<file path="config.mk">
export PLATFORM = sky130hd
export DESIGN_NAME = ring_out_arb
export DESIGN_NICKNAME = d
export VERILOG_FILES = /design/src/rtl/lotr_pkg.sv /design/src/rtl/ring_out_arb_rr_arb2.sv /design/src/rtl/ring_out_arb.sv
export SDC_FILE = /design/constraint.sdc
export NUM_CORES = 1
export LEC_CHECK = 0
export CAP_MARGIN = 20
export CORE_AREA = 2 2 126 128
export DETAILED_ROUTE_END_ITERATION = 8
export DIE_AREA = 0 0 128 130
export GPL_ROUTABILITY_DRIVEN = 0
export PLACE_DENSITY = 0.81
export SLEW_MARGIN = 10
export SYNTH_ARGS = -nofsm -noshare
export SYNTH_HDL_FRONTEND = slang
export SYNTH_SLANG_ARGS = --single-unit
</file>
<file path="constraint.sdc">
create_clock -name QClk -period 2.7 [get_ports QClk]
set_clock_uncertainty 0.1 [all_clocks]
set_input_delay 0.405 -clock QClk [delete_from_list [all_inputs] [get_ports QClk]]
set_output_delay 0.405 -clock QClk [all_outputs]
set_load 0.03 [all_outputs]
</file>
<file path="src/rtl/lotr_pkg.sv">
// Shared LOTR ring types, widths and flop macros.
// Latency: n/a (types, one pure function and macros only).
// Backpressure: n/a.

`ifndef LOTR_FLOP_MACROS_SVH
`define LOTR_FLOP_MACROS_SVH

// Plain flop with asynchronous active-low reset.
`define LOTR_MSFF_RST(q, d, clk, rstN, rstVal) \
  always_ff @(posedge clk or negedge rstN) \
    if (!rstN) q <= (rstVal); \
    else q <= (d);

// Enabled flop with asynchronous active-low reset; holds when en is low.
`define LOTR_EN_MSFF_RST(q, d, en, clk, rstN, rstVal) \
  always_ff @(posedge clk or negedge rstN) \
    if (!rstN) q <= (rstVal); \
    else if (en) q <= (d);

`endif

package lotr_pkg;

  localparam int STARVE_CNT_W = 8;
  localparam int REQUESTOR_W  = 10;
  localparam int ADDR_W       = 32;
  localparam int DATA_W       = 32;
  localparam int CORE_ID_W    = 8;

  typedef enum logic [1:0] {
    RD       = 2'd0,
    WR       = 2'd1,
    RD_RSP   = 2'd2,
    WR_BCAST = 2'd3
  } t_opcode;

  typedef enum logic [1:0] {
    NO_WINNER    = 2'd0,
    BYPASS_RING  = 2'd1,
    F2C_RESPONSE = 2'd2,
    C2F_REQUEST  = 2'd3
  } t_winner;

  typedef struct packed {
    logic [REQUESTOR_W-1:0] requestor;
    t_opcode                opcode;
    logic [ADDR_W-1:0]      address;
    logic [DATA_W-1:0]      data;
  } t_ringPkt;

  // Requests are sunk by the stop owning the target address; responses and
  // broadcasts are sunk by the stop that originated them (requestor id).
  function automatic logic isConsumedHere(input t_ringPkt pkt,
                                          input logic [CORE_ID_W-1:0] coreId);
    logic isReq;
    logic isRsp;
    isReq = (pkt.opcode == RD) || (pkt.opcode == WR);
    isRsp = (pkt.opcode == RD_RSP) || (pkt.opcode == WR_BCAST);
    return (isReq && (pkt.address[31:24] == coreId)) ||
           (isRsp && (pkt.requestor[9:2] == coreId));
  endfunction

endpackage

</file>
<file path="src/rtl/ring_out_arb_rr_arb2.sv">
// Two-way round-robin arbiter with a one-bit last-grant pointer.
// Latency: grant is combinational (0 cycles); pointer updates on the grant edge.
// Backpressure: enable low suppresses both grants and freezes the pointer.

module rr_arb2 (
  input  logic clk,
  input  logic rstN,
  input  logic enable,
  input  logic req0,
  input  logic req1,
  output logic gnt0,
  output logic gnt1
);

  // High when requester 1 won the most recent grant; reset makes 0 win first tie.
  logic last1;
  logic anyGnt;

  // Lone requester wins outright; on a tie the side not granted last wins.
  always_comb begin
    gnt0 = 1'b0;
    gnt1 = 1'b0;
    if (enable) begin
      if (req0 && req1) begin
        gnt0 = last1;
        gnt1 = !last1;
      end else begin
        gnt0 = req0;
        gnt1 = req1;
      end
    end
  end

  assign anyGnt = gnt0 | gnt1;

  // Pointer only moves when a grant is actually issued.
  `LOTR_EN_MSFF_RST(last1, gnt1, anyGnt, clk, rstN, 1'b1)

endmodule

</file>
<file path="src/rtl/ring_out_arb.sv">
// Ring stop output arbiter: ring bypass always wins, F2C/C2F share leftovers round-robin.
// Latency: grant combinational in Q501H, packet registered into Q502H (1 cycle).
// Backpressure: none on ring; locals hold valid until granted. Optional starvation
// counter/flag built only when LOTR_RING_ARB_STARVE_CNT_EN is defined.

module ring_out_arb
  import lotr_pkg::*;
#(
  parameter int unsigned STARVE_THR = 16
) (
  input  logic                    QClk,
  input  logic                    RstQnnnH,
  input  logic [CORE_ID_W-1:0]    CoreID,

  input  logic                    RingReqInValidQ501H,
  input  logic [REQUESTOR_W-1:0]  RingReqInRequestorQ501H,
  input  t_opcode                 RingReqInOpcodeQ501H,
  input  logic [ADDR_W-1:0]       RingReqInAddressQ501H,
  input  logic [DATA_W-1:0]       RingReqInDataQ501H,

  input  logic                    F2C_RspValidQ501H,
  input  logic [REQUESTOR_W-1:0]  F2C_RspRequestorQ501H,
  input  t_opcode                 F2C_RspOpcodeQ501H,
  input  logic [ADDR_W-1:0]       F2C_RspAddressQ501H,
  input  logic [DATA_W-1:0]       F2C_RspDataQ501H,

  input  logic                    C2F_ReqValidQ501H,
  input  logic [REQUESTOR_W-1:0]  C2F_ReqRequestorQ501H,
  input  t_opcode                 C2F_ReqOpcodeQ501H,
  input  logic [ADDR_W-1:0]       C2F_ReqAddressQ501H,
  input  logic [DATA_W-1:0]       C2F_ReqDataQ501H,

  output t_winner                 SelRingRspOutQ501H,

  output logic                    RingRspOutValidQ502H,
  output logic [REQUESTOR_W-1:0]  RingRspOutRequestorQ502H,
  output t_opcode                 RingRspOutOpcodeQ502H,
  output logic [ADDR_W-1:0]       RingRspOutAddressQ502H,
  output logic [DATA_W-1:0]       RingRspOutDataQ502H,

  output logic [STARVE_CNT_W-1:0] StarveCntQ502H,
  output logic                    StarveFlagQ502H
);

  // Threshold must be representable by the 8-bit counter and non-zero.
  if (STARVE_THR < 1 || STARVE_THR > 255) begin : gBadStarveThr
    $error("ring_out_arb: STARVE_THR must be in 1..255");
  end

  t_ringPkt ringPktQ501H;
  t_ringPkt f2cPktQ501H;
  t_ringPkt c2fPktQ501H;
  t_ringPkt outPktNxtQ501H;
  t_ringPkt outPktQ502H;

  logic    ringFwdQ501H;
  logic    gntF2cQ501H;
  logic    gntC2fQ501H;
  logic    anyGrantQ501H;
  t_winner selQ501H;
  logic    outValidQ502H;

  assign ringPktQ501H = '{requestor: RingReqInRequestorQ501H,
                          opcode:    RingReqInOpcodeQ501H,
                          address:   RingReqInAddressQ501H,
                          data:      RingReqInDataQ501H};

  assign f2cPktQ501H  = '{requestor: F2C_RspRequestorQ501H,
                          opcode:    F2C_RspOpcodeQ501H,
                          address:   F2C_RspAddressQ501H,
                          data:      F2C_RspDataQ501H};

  assign c2fPktQ501H  = '{requestor: C2F_ReqRequestorQ501H,
                          opcode:    C2F_ReqOpcodeQ501H,
                          address:   C2F_ReqAddressQ501H,
                          data:      C2F_ReqDataQ501H};

  // A ring packet sunk at this stop frees the output slot for local traffic.
  assign ringFwdQ501H = RingReqInValidQ501H & !isConsumedHere(ringPktQ501H, CoreID);

  // Local sources only compete when the ring does not need the slot.
  rr_arb2 uLocalArb (
    .clk    (QClk),
    .rstN   (RstQnnnH),
    .enable (!ringFwdQ501H),
    .req0   (F2C_RspValidQ501H),
    .req1   (C2F_ReqValidQ501H),
    .gnt0   (gntF2cQ501H),
    .gnt1   (gntC2fQ501H)
  );

  // Winner select and output-packet mux; ring bypass has absolute priority.
  always_comb begin
    selQ501H       = NO_WINNER;
    outPktNxtQ501H = ringPktQ501H;
    if (ringFwdQ501H) begin
      selQ501H       = BYPASS_RING;
      outPktNxtQ501H = ringPktQ501H;
    end else if (gntF2cQ501H) begin
      selQ501H       = F2C_RESPONSE;
      outPktNxtQ501H = f2cPktQ501H;
    end else if (gntC2fQ501H) begin
      selQ501H       = C2F_REQUEST;
      outPktNxtQ501H = c2fPktQ501H;
    end
  end

  assign SelRingRspOutQ501H = selQ501H;
  assign anyGrantQ501H      = (selQ501H != NO_WINNER);

  // Output valid follows the grant one cycle later.
  `LOTR_MSFF_RST(outValidQ502H, anyGrantQ501H, QClk, RstQnnnH, 1'b0)

  // Output fields load only on a grant so they hold across idle cycles.
  `LOTR_EN_MSFF_RST(outPktQ502H, outPktNxtQ501H, anyGrantQ501H, QClk, RstQnnnH, '0)

  assign RingRspOutValidQ502H     = outValidQ502H;
  assign RingRspOutRequestorQ502H = outPktQ502H.requestor;
  assign RingRspOutOpcodeQ502H    = outPktQ502H.opcode;
  assign RingRspOutAddressQ502H   = outPktQ502H.address;
  assign RingRspOutDataQ502H      = outPktQ502H.data;

`ifdef LOTR_RING_ARB_STARVE_CNT_EN

  logic [STARVE_CNT_W-1:0] starveCntQ502H;
  logic [STARVE_CNT_W-1:0] starveCntNxtQ501H;
  logic                    starveFlagQ502H;
  logic                    starveFlagNxtQ501H;
  logic                    localDeniedQ501H;
  logic                    localGrantQ501H;

  assign localDeniedQ501H = ringFwdQ501H & (F2C_RspValidQ501H | C2F_ReqValidQ501H);
  assign localGrantQ501H  = gntF2cQ501H | gntC2fQ501H;

  // Count cycles locals lose to the ring; saturate at all-ones, clear on local grant.
  always_comb begin
    starveCntNxtQ501H = starveCntQ502H;
    if (localGrantQ501H) begin
      starveCntNxtQ501H = '0;
    end else if (localDeniedQ501H && (starveCntQ502H != '1)) begin
      starveCntNxtQ501H = starveCntQ502H + STARVE_CNT_W'(1);
    end
  end

  // Flag compares the next count so it rises in the same cycle the count reaches threshold.
  assign starveFlagNxtQ501H = starveFlagQ502H | (32'(starveCntNxtQ501H) >= STARVE_THR);

  // Starvation counter state.
  `LOTR_MSFF_RST(starveCntQ502H, starveCntNxtQ501H, QClk, RstQnnnH, '0)

  // Sticky starvation flag, cleared only by reset.
  `LOTR_MSFF_RST(starveFlagQ502H, starveFlagNxtQ501H, QClk, RstQnnnH, 1'b0)

  assign StarveCntQ502H  = starveCntQ502H;
  assign StarveFlagQ502H = starveFlagQ502H;

`else

  assign StarveCntQ502H  = '0;
  assign StarveFlagQ502H = 1'b0;

`endif

endmodule

</file>
==> reports/results.ini <==
[clocking]
cts_tree=yes
clock_sinks=78
cts_made_buffers=9
clock_latency_ps=340
h-tree-depth=3
clkTransAtPathRegs_ps=60
clock_path_buffers=2
root_buffer=clkbuf_16

[sta]
max_slew_margin_pct=38.3
rsz0062_at_grt=no
setup_viol=0
finalHoldViolCount=0
period_needed_ps=2610
finalCritPeriodShare_pct=96.7
tightest_slew_ps=925
max_freq_ghz=0.383
drv_slew=0
setup_tns_ps=0

[route]
wl_per_cell_um=17.8
viasPerCell=5.14
num_vias=5752
drt_first_pass_iters=5
drc=0
wl_um=19900
postRouteAntennaNets=0
initialDrtViolationCount=222

[synth]
synth_cell_types=30
synth_common_cells=dfrtp_1 (77), nand2_1 (77), nor2_1 (77)
ys_ff_latch=78
synth_area_per_cell_um2=8.78
synthCells=628
synth.area.top_cells=dfrtp_1 (35%), mux2_2 (15%), mux2i_1 (14%)
synthesis.area_um2=5510
synth_edf_count=0
async_flop_share_pct=100
yosysTopAreaCell=dfrtp_1
synth_ff_type=dfrtp_1
synth-seq-area-share_pct=35.4
netlist.area_leader.share_pct=35.0
yosysWarnings=0

[grt]
grt_pass1_wl_um=29800
grt_overflow=0
grt_pass1_vias=5679
antenna_found_initial=1
grt_max_degree=79
grtUsageTotal_pct=23.0

[place]
dp_cells=1101
portBuffers=319
dpl.hpwl_um=14500

[critical_path]
crit_path_end_kind=output pin
cp.arrival_ps=2110
slowest_stage=clkdlybuf4s50_1
max_stage_delay_ps=500
cp_top_family=buffers and inverters
start_kind=input port
cp_num_buf_inv=2
crit_type=input port to output pin
worstPathRequired_ps=2190
critPathMaxFanout=5
worstPathCellList=clkdlybuf4s50_1 -> xnor2_1 -> nand4_1 -> o41ai_4 -> nor2b_4 -> or2_4 -> buf_6

[finish]
fillers=1308
n_antenna_cell=0
area_delta_synth_final_pct=66.2
layout.nets=1163
finalNonFillerCells=1119
drive_gt1_share_pct=12.8

[power_and_ir_drop]
peakVddDrop_uv=389
power_density_nw_per_um2=505
p_leak_nw=4.03

[status]
run_status=completed

[floorplan]
chipHeight_um=130
coreArea_um2=15400
initial_core_util_pct=35.7
rows=46
die_area_um2=16600
die_w_um=128
ios=329

[worst_hold_path]
worstHoldPathType=input port to register

[job]
max-cap-violations=0

==> worst paths after layout <==
check                                          startpoint                    endpoint  slack (ps)  cells after the start
worst min register to register            uLocalArb.last1             uLocalArb.last1         490                      2
worst min-delay path            RingReqInAddressQ501H[31]  RingRspOutAddressQ502H[31]         280                      2
min in group asynchronous                        RstQnnnH  RingRspOutAddressQ502H[16]         460                      2
worst max register to register            uLocalArb.last1  RingRspOutAddressQ502H[29]         790                      6
worst max-delay path            RingReqInAddressQ501H[28]       SelRingRspOutQ501H[0]          90                      7
max in group asynchronous                        RstQnnnH             uLocalArb.last1        1350                      3
==> layer usage <==
metal	share of wire [%]	GRT usage, %	vias to the layer above	routed length (um)
li1	-	-	2749	-
met1	38	25.8	2703	7540
met2	50	40.9	264	10000
met3	9.4	8.16	34	1880
met4	2.4	7.76	2	478
met5	0.060	0	-	12
==> logic make-up after synthesis <==
logic type | after synthesis | synth area share (%)
compound gates | 79 | 7.56
xor+xnor | 16 | 2.54
buf+inv | 62 | 6.61
flops | 78 | 35.4
mux | 151 | 29.1
other cells | 1 | 0.0680
simple gates | 241 | 18.7
==> cells in the final DEF (no fill, tap or decap), drive strengths merged, types with 2 or more instances in the layout <==
master / Yosys / routed
mux2: 75 / 75
buf: 30 / 22
conb: 1 / 9
or2: 2 / 2
nand3: 76 / 76
nand2: 77 / 77
xnor2: 8 / 8
mux2i: 76 / 76
a21oi: 75 / 75
nor2: 77 / 77
bufinv: 0 / 2
clkdlybuf4s50: 0 / 306
dfrtp: 77 / 77
dlymetal6s2s: 0 / 6
xor2: 8 / 8
dlygate4sd2: 0 / 2
clkbuf: 32 / 13
nand4: 2 / 2
==> registers in the layout (all words and copies together), names as in the netlist <==
signal / cells
RingRspOutDataQ502H: 32
RingRspOutOpcodeQ502H: 2
RingRspOutAddressQ502H: 32
uLocalArb.last1: 1
RingRspOutRequestorQ502H: 10
RingRspOutValidQ502H: 1
==> where the power goes <==
group	total [mW]	leakage, nW	internal (mW)	switching [mW]
Combinational	1.84	2.95	0.903	0.933
Clock	1.38	0.166	0.885	0.499
Sequential	1.40	0.913	1.32	0.0855
==> area by class of cell <==
cell class / instances / area, um2 / share of cell area, %
repair buffers: 337 / 3390 / 37.0
well taps: 192 / 240 / 2.62
flip-flops and latches: 78 / 1950 / 21.3
multi-input cells: 496 / 3250 / 35.4
clock inverters: 3 / 65.1 / 0.710
clock buffers: 13 / 270 / 2.95
==> timing repair <==
action                     CTS  global route
hold buffers                 1             0
buffers inserted             0             1
hold endpoints to repair    32             0
resized for setup            3             8
setup endpoints to repair    1             1
pin swaps                    2             5
==> per-stage QoR <==
stage	cell area (um2)	utilization [%]	worst slack [ps]	hold slack, ps	total power [mW]
after global routing	9160	59.4	13.8	291	4.85
after global placement	8780	56.9	10.1	290	3.23
after CTS	9130	59.2	2.33	308	4.67
after floorplan	5540	-	438	9.41	2.40
final	9160	59.4	89.5	279	4.62
after detailed placement	8780	56.9	-4.30	293	3.25
No activity file was read; power rests on OpenSTA's default activity.
==> patch 1 (same settings) <==
Put a register stage on the outputs `RingRspOutRequestorQ502H`, `RingRspOutAddressQ502H` and `RingRspOutDataQ502H`. The values now appear one clock later. The other outputs are not delayed to match.
--- a/src/rtl/ring_out_arb.sv
+++ b/src/rtl/ring_out_arb.sv
@@ -116,8 +116,10 @@
 
   assign RingRspOutValidQ502H     = outValidQ502H;
-  assign RingRspOutRequestorQ502H = outPktQ502H.requestor;
   assign RingRspOutOpcodeQ502H    = outPktQ502H.opcode;
-  assign RingRspOutAddressQ502H   = outPktQ502H.address;
-  assign RingRspOutDataQ502H      = outPktQ502H.data;
+  always_ff @(posedge QClk) begin
+    RingRspOutRequestorQ502H <= outPktQ502H.requestor;
+    RingRspOutAddressQ502H   <= outPktQ502H.address;
+    RingRspOutDataQ502H      <= outPktQ502H.data;
+  end
 
 `ifdef LOTR_RING_ARB_STARVE_CNT_EN
Formal check against the unedited RTL: not equivalent (Yosys sat finds a counterexample within 4 cycles, from zero or initial values and one cycle with RstQnnnH low).
==> patch 1 against the original RTL <==
- area after synthesis grew 28%
- design area is 20% higher
- global-route usage is 2.7 points higher
- core utilization is 12 points higher
- maximum frequency grew 0.30%
- setup slack better by 0.0079 ns
- routed wire length is 11% higher
- power up 48%
- sequential cell count increased by 74
- critical path type unchanged
- critical endpoint unchanged
==> patch 1: results <==
set metrics [dict create \
    status "finished clean" \
    via_count 6378 \
    bufAreaShareNonClock_pct 30.9 \
    hp-start "outPktQ502H[0]$_DFFE_PN0P_" \
    synthTopCellsByCount "150 x a21oi_1, 77 x dfrtp_1, 77 x nand2_1, 77 x nand2b_1, 75 x mux2_4" \
    final_layout_size_suffix_gt1_share_pct 12.8 \
    p_leak_nw 4.58 \
    ys_seq_area_share_pct 48.6 \
    worstHoldEndpoint "RingRspOutDataQ502H[0]$_DFF_P_" \
    antenna_found_initial 0 \
    fin_area_um2 11000 \
    grt_usage_pct 25.7 \
    place_ws_ns -0.0384 \
    avgSynthCellArea_um2 10.1 \
    hold_slack_ns 0.265 \
    hold_depth 0 \
    max_stage_delay_ns 0.52 \
    place_hpwl_mm 15.4 \
    grt_pass1_vias 6127 \
    numCtsBuffers 17 \
    multi_input_area_um2 3340 \
    hold_class "reg -> reg" \
    n_clock_buffer 22 \
    grt_pass1_wl_mm 32.8 \
    drt_wl_total_mm 22.1 \
    synth-async-reset-ratio_pct 51.3 \
    synth_compound_area_share_pct 16.7 \
    yosys.cell_types.count 31 \
    netlist_top_cells_area "dfrtp_1 27%, dfxtp_1 21%, mux2_4 16%" \
    clock_area_share_pct 5.18 \
    muxShareOfSynthArea_pct 15.9 \
    synthXorXnorAreaFrac_pct 1.98 \
    fin_nets 1242 \
    avgViaCountPerCell 5.29 \
    fillCellCount 1171 \
    n_all_buffers 334 \
    drtIter0Drc 424 \
    r2r-end "outPktQ502H[36]$_DFFE_PN0P_" \
    clk_latency_ns 0.42 \
    power.internal_w 0.00484 \
]
[patch 1: cell types whose count changed after synthesis, moves of 65 or more]
cell	delta
a21oi_1	+75
dfxtp_1	+74
mux2_2	-75
mux2_4	+75
mux2i_1	-76
nand2b_1	+76
nand3_1	-74
nor2_1	-75
o21ai_0	+65
[patch 1: worst max-delay path by stage]
| stage | slack (ns) | depth (start not counted) | end |
|---|---|---|---|
| final | 0.1 | 7 | SelRingRspOutQ501H[0] |
| after global routing | -0.0007 | 7 | SelRingRspOutQ501H[0] |
| after CTS | 0.03 | 7 | SelRingRspOutQ501H[0] |
| after detailed placement | -0.04 | 7 | SelRingRspOutQ501H[0] |
| after global placement | 0.01 | 7 | SelRingRspOutQ501H[0] |
| after floorplan | 0.42 | 7 | SelRingRspOutQ501H[1] |
[patch 1: layer usage]
metal,global-route usage (%),part of all wire [%],routed length (um),up-vias
met5,0,0,0,-
met4,9.05,2.5,554,0
met3,8.04,7.5,1660,34
met2,44.1,50,11100,277
met1,30.8,40,8850,3078
li1,-,-,-,2989
[patch 1: cell families after synthesis]
kind of cell | after synthesis
AO/OA/AOI/OAI | 230
AND/OR/NAND/NOR | 166
flip-flops | 152
multiplexers | 75
buffers and inverters | 62
XOR/XNOR | 16
other | 1
[patch 1: power by group through the flow]
stage          combinational (W)  clock, W  sequential (W)
3_5_place_dp             0.00186         0         0.00270
3_3_place_gp             0.00183         0         0.00269
4_1_cts                  0.00187   0.00231         0.00266
6_report                 0.00187   0.00229         0.00266
2_1_floorplan           0.000720         0         0.00298
5_1_grt                  0.00199   0.00242         0.00269
[patch 1: timing repair]
action	4_1_cts	5_1_grt
resized for setup	1	3
setup endpoints to repair	2	1
pin swaps	0	2
hold buffers	1	0
endpoints found under the hold margin	35	0
buffers inserted	0	3
==> patch 2 (same flow settings) <==
Without the edit above. Change the package constant `CORE_ID_W` from 8 to 7.
--- a/src/rtl/lotr_pkg.sv
+++ b/src/rtl/lotr_pkg.sv
@@ -26,5 +26,5 @@
   localparam int ADDR_W       = 32;
   localparam int DATA_W       = 32;
-  localparam int CORE_ID_W    = 8;
+  localparam int CORE_ID_W    = 7;
 
   typedef enum logic [1:0] {
Interface: changed (resized CoreID); port bits go from 329 to 328. The function was not compared with the original's and may differ.
==> patch 2 against the original RTL <==
- design area decreased by 0.31%
- setup slack got worse by 0.046 ns
- largest cell class unchanged
- area after synthesis decreased by 1.2%
- highest routed layer is now met4
- maximum frequency decreased by 1.7%
- critical path depth increased by 1
- routed wire length decreased by 1.8%
- power decreased by 3.6%
- global-route usage decreased by 0.38 points
- combinational power decreased by 2%
- sequential cell count unchanged
==> patch 2: results <==
set metrics [dict create \
    avgViaCountPerCell 5.15 \
    place_ws_ns -0.0534 \
    worstPathArrival_ns 2.15 \
    placed_area_um2 8790 \
    peakVddDrop_mv 0.268 \
    via_count 5758 \
    wirelength_met1_mm 7.35 \
    numCtsBuffers 9 \
    hold_slack_ns 0.313 \
    sw_frac_of_total_pct 33.2 \
    p_leak_nw 3.98 \
    fillCellCount 1361 \
    wl_per_cell_um 17.5 \
    avgSynthCellArea_um2 8.72 \
    synthTopCellsByCount "78 x nor2_1, 77 x dfrtp_1, 77 x nand2_1" \
    netlist_top_cells_area "dfrtp_1 35%, mux2_2 14%, mux2i_1 14%" \
    fin_nets 1161 \
    antenna_found_initial 0 \
    ys_seq_area_share_pct 35.9 \
    yosys.cell_types.count 28 \
    place_hpwl_mm 13.9 \
    r2r-end "RingRspOutDataQ502H[23]$_DFFE_PN0P_" \
    io_buffers 318 \
    grt_usage_pct 22.6 \
    grt_pass1_vias 5863 \
    cts_resized 1 \
    routed.top_layer "met4" \
    worstHoldEndpoint "uLocalArb.last1$_DFFE_PN1P_" \
    critPathLaunch "RingReqInRequestorQ501H[8]" \
    hold_depth 3 \
    worstPathMaxFanout 6 \
    status "finished clean" \
    final_layout_size_suffix_gt1_share_pct 13.0 \
    r2r_slack_ns 0.61 \
    grtUsageMet2_pct 40.9 \
    drtIter0Drc 251 \
    grt_pass1_wl_mm 29.6 \
    grtUsageMet1_pct 25.0 \
    grt_max_degree 134 \
    wl_met2_mm 9.91 \
    slew_headroom_pct 37.2 \
    wl_met3_mm 1.88 \
    dr.pass1.iters 4 \
    max_stage_delay_ns 0.56 \
]
## patch 2: changes by cell type after synthesis, sizes merged, moves of 2 or more
cell / unedited run / this run
nor2: 77 / 79
xor2: 8 / 5
clkbuf: 32 / 28
buf: 30 / 33
## patch 2: cell families after synthesis
logic type	after synthesis	synth area share, %
buffers and inverters	61	5.26
AOI/OAI and AO/OA	80	7.53
DFF	78	35.9
other	1	0.0688
xor gates and xnor gates	14	2.25
muxes	152	30.2
and+or+nand+nor	239	18.9
## patch 2: area by class of cell
type / count / area, um2 / share of cell area, %
Clock inverter: 3 / 42.5 / 0.466
Sequential cell: 78 / 1950 / 21.4
Tap cell: 192 / 240 / 2.63
Multi-Input combinational cell: 494 / 3260 / 35.7
Clock buffer: 13 / 260 / 2.85
Timing Repair Buffer: 338 / 3380 / 37.0
## patch 2: worst min-delay path: cells and delay by family
family	cells	cell delay, ns
AND/OR/NAND/NOR	1	0.07
AO/OA/AOI/OAI	1	0.13
buffers and inverters	1	0.11
